## config.mk

```make
export PLATFORM = sky130hd
export DESIGN_NAME = ram_copy_engine
export DESIGN_NICKNAME = d
export VERILOG_FILES = /design/src/rtl/ram_copy_engine.sv
export SDC_FILE = /design/constraint.sdc
export NUM_CORES = 1
export LEC_CHECK = 0
export ABC_AREA = 1
export ABC_CLOCK_PERIOD_IN_PS = 6700
export CAP_MARGIN = 20
export CORE_AREA = 2 2 171 173
export CTS_CLUSTER_SIZE = 12
export DETAILED_ROUTE_END_ITERATION = 10
export DIE_AREA = 0 0 173 175
export GPL_ROUTABILITY_DRIVEN = 0
export GPL_TIMING_DRIVEN = 0
export PLACE_DENSITY_LB_ADDON = 0.2
export SLEW_MARGIN = 20
export SYNTH_ARGS = -nofsm -noshare
export SYNTH_HDL_FRONTEND = slang
export SYNTH_SLANG_ARGS = --single-unit
```

## constraint.sdc

```tcl
create_clock -name clk_i -period 6.7 [get_ports clk_i]
set_input_delay 1.34 -clock clk_i [delete_from_list [all_inputs] [get_ports clk_i]]
set_output_delay 1.34 -clock clk_i [all_outputs]
set_load 0.01 [all_outputs]
```

## src/rtl/ram_copy_engine.sv

```systemverilog
`default_nettype none
// ============================================================================
// Module   : ram_copy_engine
// Purpose  : DMA-style initiator on the single-port word RAM. Performs a
//            word-granular block copy (read source, write destination) or a
//            block fill with a constant, ascending or descending.
// Revision : 1.0 - initial release
// ============================================================================
module ram_copy_engine #(
    parameter int LEN_W = 11
) (
    input  logic             clk_i,
    input  logic             reset_ni,
    input  logic             start_i,
    input  logic             abort_i,
    input  logic             fill_i,
    input  logic             descend_i,
    input  logic [31:0]      src_i,
    input  logic [31:0]      dst_i,
    input  logic [LEN_W-1:0] len_i,
    input  logic [31:0]      fill_value_i,
    output logic             busy_o,
    output logic             done_o,
    output logic [31:0]      addr_o,
    output logic [31:0]      write_data_o,
    output logic [3:0]       write_mask_o,
    input  logic [31:0]      read_data_i
);

    typedef enum logic [2:0] {
        S_IDLE  = 3'd0,
        S_READ  = 3'd1,
        S_WRITE = 3'd2,
        S_FILL  = 3'd3,
        S_DONE  = 3'd4
    } state_t;

    localparam logic [31:0]      C_ALIGN_MASK = 32'hFFFF_FFFC;
    localparam logic [31:0]      C_STEP_UP    = 32'h0000_0004;
    localparam logic [31:0]      C_STEP_DOWN  = 32'hFFFF_FFFC;
    localparam logic [LEN_W-1:0] C_ONE        = LEN_W'(1);

    state_t             r_state;
    logic [31:0]        r_src;
    logic [31:0]        r_dst;
    logic [LEN_W-1:0]   r_count;
    logic [31:0]        r_fill_value;
    logic               r_descend;
    logic [31:0]        r_addr;
    logic [3:0]         r_mask;
    logic               r_busy;
    logic               r_done;

    state_t             w_state_next;
    logic [31:0]        w_src_next;
    logic [31:0]        w_dst_next;
    logic [LEN_W-1:0]   w_count_next;
    logic [31:0]        w_fill_value_next;
    logic               w_descend_next;
    logic [31:0]        w_addr_next;
    logic [3:0]         w_mask_next;
    logic [31:0]        w_step;
    logic               w_last;

    assign w_step = r_descend ? C_STEP_DOWN : C_STEP_UP;
    assign w_last = (r_count == C_ONE);

    // Next-state, pointer/count update, and next values of the registered outputs
    always_comb begin
        w_state_next      = r_state;
        w_src_next        = r_src;
        w_dst_next        = r_dst;
        w_count_next      = r_count;
        w_fill_value_next = r_fill_value;
        w_descend_next    = r_descend;

        if (abort_i) begin
            // Abort takes priority over everything, including a start in IDLE
            w_state_next = S_IDLE;
        end else begin
            case (r_state)
                S_IDLE: begin
                    if (start_i) begin
                        w_src_next        = src_i & C_ALIGN_MASK;
                        w_dst_next        = dst_i & C_ALIGN_MASK;
                        w_count_next      = len_i;
                        w_fill_value_next = fill_value_i;
                        w_descend_next    = descend_i;
                        if (len_i == '0) begin
                            w_state_next = S_DONE;
                        end else if (fill_i) begin
                            w_state_next = S_FILL;
                        end else begin
                            w_state_next = S_READ;
                        end
                    end
                end
                S_READ: begin
                    w_state_next = S_WRITE;
                end
                S_WRITE: begin
                    w_src_next   = r_src + w_step;
                    w_dst_next   = r_dst + w_step;
                    w_count_next = r_count - C_ONE;
                    w_state_next = w_last ? S_DONE : S_READ;
                end
                S_FILL: begin
                    w_dst_next   = r_dst + w_step;
                    w_count_next = r_count - C_ONE;
                    w_state_next = w_last ? S_DONE : S_FILL;
                end
                S_DONE: begin
                    w_state_next = S_IDLE;
                end
                default: begin
                    w_state_next = S_IDLE;
                end
            endcase
        end

        // Outputs are registered, so they are derived from the state being entered
        w_addr_next = 32'h0;
        w_mask_next = 4'h0;
        case (w_state_next)
            S_READ: begin
                w_addr_next = w_src_next;
            end
            S_WRITE, S_FILL: begin
                w_addr_next = w_dst_next;
                w_mask_next = 4'hF;
            end
            default: begin
                w_addr_next = 32'h0;
                w_mask_next = 4'h0;
            end
        endcase
    end

    // State, transfer context and registered outputs
    always_ff @(posedge clk_i or negedge reset_ni) begin
        if (!reset_ni) begin
            r_state      <= S_IDLE;
            r_src        <= 32'h0;
            r_dst        <= 32'h0;
            r_count      <= '0;
            r_fill_value <= 32'h0;
            r_descend    <= 1'b0;
            r_addr       <= 32'h0;
            r_mask       <= 4'h0;
            r_busy       <= 1'b0;
            r_done       <= 1'b0;
        end else begin
            r_state      <= w_state_next;
            r_src        <= w_src_next;
            r_dst        <= w_dst_next;
            r_count      <= w_count_next;
            r_fill_value <= w_fill_value_next;
            r_descend    <= w_descend_next;
            r_addr       <= w_addr_next;
            r_mask       <= w_mask_next;
            r_busy       <= (w_state_next != S_IDLE);
            r_done       <= (w_state_next == S_DONE);
        end
    end

    // Write data: RAM read data passes straight through in WRITE (1-cycle read latency)
    always_comb begin
        write_data_o = 32'h0;
        case (r_state)
            S_WRITE: write_data_o = read_data_i;
            S_FILL:  write_data_o = r_fill_value;
            default: write_data_o = 32'h0;
        endcase
    end

    assign addr_o       = r_addr;
    assign write_mask_o = r_mask;
    assign busy_o       = r_busy;
    assign done_o       = r_done;

endmodule
`default_nettype wire

```

==> load_flow_metrics.sql <==
INSERT INTO impl_metrics (metric_group, metric, value, unit) VALUES
('synth', 'postSynth.topFlopCell', 'sky130_fd_sc_hd__dfrtp_1', ''),
('synth', 'syn-num-nets', '1863', ''),
('layout', 'final_cells', '2285', ''),
('critical_path', 'worst_setup_path_start_kind', 'flop', ''),
('layout', 'final_layout_size_suffix_gt1_share', '6.470', '%'),
('timing', 'fmaxAchievable', '223.8', 'MHz'),
('critical_path', 'timing.critical_path.required', '5.36', 'ns'),
('die', 'floorplan.initialDensity', '39.30', '%'),
('critical_path', 'end_kind', 'output port', ''),
('routing', 'routed-via-count', '11830', ''),
('synth', 'ys_top_cells_by_area', 'sky130_fd_sc_hd__dfrtp_1 (33%), sky130_fd_sc_hd__nand2_1 (22%), sky130_fd_sc_hd__ha_1 (6.5%), sky130_fd_sc_hd__inv_1 (6.1%), sky130_fd_sc_hd__nand3_1 (4.1%)', ''),
('timing', 'finalHoldViolations', '0', ''),
('timing', 'tightestPinTransition', '0.7863', 'ns'),
('clock_tree', 'htree_levels', '4', ''),
('layout', 'top_library_cells_by_usage_in_the_layout_fill_and_taps_aside', 'sky130_fd_sc_hd__nand2_1 (654), sky130_fd_sc_hd__clkdlybuf4s50_1 (209), sky130_fd_sc_hd__inv_1 (181)', ''),
('power_and_ir_drop', 'power_density_over_cell_area', '311.0', 'mW/mm2'),
('clock_tree', 'worst_setup_hold_path_clk_slew', '0.07', 'ns'),
('power_and_ir_drop', 'worst_ir_drop_vdd', '0.1707', 'mV'),
('timing', 'finalSetupViolCount', '0', ''),
('timing', 'setup_repair_after_global_routing_missed_its_margin', 'no', ''),
('synth', 'synth.yosys.warnings', '0', ''),
('critical_path', 'reg2reg_depth', '15', ''),
('synth', 'netlist_area', '0.01116', 'mm2'),
('timing', 'finalWorstPathRequiredPeriod', '4.468', 'ns'),
('layout', 'final_design_area_no_fill', '0.01436', 'mm2'),
('layout', 'layout.cells.most_common', 'sky130_fd_sc_hd__nand2_1', ''),
('critical_path', 'worstSetupPathType', 'flop to output port', ''),
('routing', 'avgViaCountPerCell', '5.175', ''),
('power_and_ir_drop', 'static-leakage-power', '7.305', 'nW'),
('critical_path', 'arrival', '3.13', 'ns'),
('placed_design', 'buffer_ports.inserted', '210', ''),
('grt', 'grt_antenna_before_repair', '0', ''),
('routing', 'postRouteAntennaNets', '0', ''),
('timing', 'finalHoldWorstSlack', '0.4777', 'ns'),
('layout', 'n_antenna_cell', '0', ''),
('routing', 'drt_iter0_markers', '1054', ''),
('routing', 'drcViolationCount', '0', ''),
('die', 'fp.coreArea', '0.02839', 'mm2'),
('layout', 'area_of_the_multi_input_gates', '0.006490', 'mm2'),
('critical_path', 'critPathMaxFanout', '10', ''),
('synth', 'synthArstFlopShare', '100.0', '%'),
('clock_tree', 'cts_setup_buffers', '0', ''),
('synth', 'post_synthesis_sequential_element_count', '146', ''),
('clock_tree', 'clock-root-buffer', 'sky130_fd_sc_hd__clkbuf_16', ''),
('clock_tree', 'cts_hold_buffers', '0', ''),
('worst_hold_path', 'hold_path.class', 'flop to flop', ''),
('synth', 'yosysUniqueCellTypes', '45', ''),
('placed_design', 'placedCellCount', '2253', ''),
('placed_design', 'placed_cell_area', '0.01378', 'mm2'),
('timing', 'max-slew-margin-rel', '47.58', '%'),
('grt', 'grt_start_max_net_pins', '79', ''),
('clock_tree', 'clock_tree.buffer_depth', '2', ''),
('synth', 'synth_sequential_area_ratio', '32.75', '%'),
('clock_tree', 'cts_tree', 'built', ''),
('timing', 'finalClockSkew', '0.01270', 'ns'),
('routing', 'firstDrtPassIters', '6', ''),
('grt', 'total_routing_resource_utilization_after_global_routing', '25.27', '%'),
('timing', 'final.period_utilization', '66.69', '%'),
('synth', 'synth_edf_count', '0', ''),
('grt', 'grt_remaining_overflow', '0', ''),
('layout', 'nNetsFinal', '2093', ''),
('clock_tree', 'num_clock_sinks', '146', ''),
('die', 'rows', '62', ''),
('grt', 'grt_pass1_wl', '60500', 'um'),
('clock_tree', 'cts-buffers-inserted', '17', ''),
('layout', 'post-route-util', '50.57', '%'),
('clock_tree', 'clkLatencyLatePin', '0.43', 'ns'),
('synth', 'syn_avg_cell_area', '6.729', 'um2'),
('die', 'die_area', '0.03028', 'mm2'),
('worst_hold_path', 'whs_path_depth', '2', ''),
('status', 'run_status', 'finished, final reports clean', '');
-- area by class of cell --
| cell class | count | area share, % |
|---|---|---|
| multi-input combinational | 1271 | 45.20 |
| sequential | 146 | 25.47 |
| timing repair buffer | 211 | 14.87 |
| inverter | 191 | 4.993 |
| tap | 384 | 3.346 |
| clock buffer | 17 | 2.963 |
| buffer | 50 | 2.065 |
| clock inverter | 15 | 1.098 |
-- path summary, 6_finish.rpt --
| kind | start | end | slack [ns] |
|---|---|---|---|
| setup / recovery | r_state[2]$_DFF_PN0_ | write_data_o[2] | 2.23 |
| hold / removal | r_fill_value[19]$_DFFE_PN0P_ | r_fill_value[19]$_DFFE_PN0P_ | 0.48 |
| setup reg to reg | r_descend$_DFFE_PN0P_ | addr_o[18]$_DFF_PN0_ | 3.45 |
| hold reg to reg | r_fill_value[19]$_DFFE_PN0P_ | r_fill_value[19]$_DFFE_PN0P_ | 0.48 |
| max in group asynchronous | reset_ni | r_dst[22]$_DFF_PN0_ | 5.02 |
| min in group asynchronous | reset_ni | r_count[1]$_DFFE_PN0P_ | 0.83 |
-- synth_stat cells (all sizes together), types with 15 or more instances --
library cell and number:
a21oi 84, a221oi 25, a22o 42, buf 39, dfrtp 146, ha 58
inv 191, nand2 657, nand3 92, nand4 15, nor2 128, o21ai 64
-- per-layer routing --
layer  wire length (um)  share of wire, %  GRT usage [%]
met5                  0                 0              0
met4               1366               3.6          9.675
met3               3031               7.9          5.679
met2              16430                43          39.00
met1              17640                46          34.53
-- worst max-delay path: stages, from the launching register on --
cell,delay (ns)
sky130_fd_sc_hd__dfrtp_1,0.50
sky130_fd_sc_hd__nor3_4,0.51
sky130_fd_sc_hd__clkbuf_1,0.61
sky130_fd_sc_hd__buf_2,0.34
sky130_fd_sc_hd__a22o_1,0.16
sky130_fd_sc_hd__clkdlybuf4s50_1,0.58
-- state kept, by name, indices dropped and copies added (netlist names) --
signal and count:
done_o 1, r_dst 32, addr_o 32, r_fill_value 32, write_mask_o 1, r_src 32
r_count 11, r_descend 1, r_state 3, busy_o 1
-- kinds of logic (layout without fill, tap and decap cells) --
kind of cell / Yosys count / count (layout) / synth area share [%]
multiplexers: 1 / 1 / 0.08972
adder cells (fa/ha/maj): 60 / 60 / 6.863
flip-flops: 146 / 146 / 32.75
XOR/XNOR: 8 / 8 / 0.6280
AO/OA/AOI/OAI: 263 / 263 / 16.03
buffers and inverters: 241 / 484 / 9.084
AND/OR/NAND/NOR: 939 / 939 / 34.56
-- through the flow --
stage / setup TNS, ns / worst slack, ns / power, W
4_1_cts: 0 / 2.166 / 0.004454
5_1_grt: 0 / 2.093 / 0.004827
2_1_floorplan: 0 / 3.617 / 0.002765
3_5_place_dp: 0 / 2.649 / 0.003467
6_report: 0 / 2.232 / 0.004466
3_3_place_gp: -278.51 / -1.925 / 0.003433
-- power breakdown --
part | leakage [nW] | switching (W) | internal (W)
registers | 1.84 | 0.000187 | 0.00107
clock network | 0.287 | 0.000470 | 0.000503
logic | 5.18 | 0.00140 | 0.000829
Power figures use the tool's default switching activity.
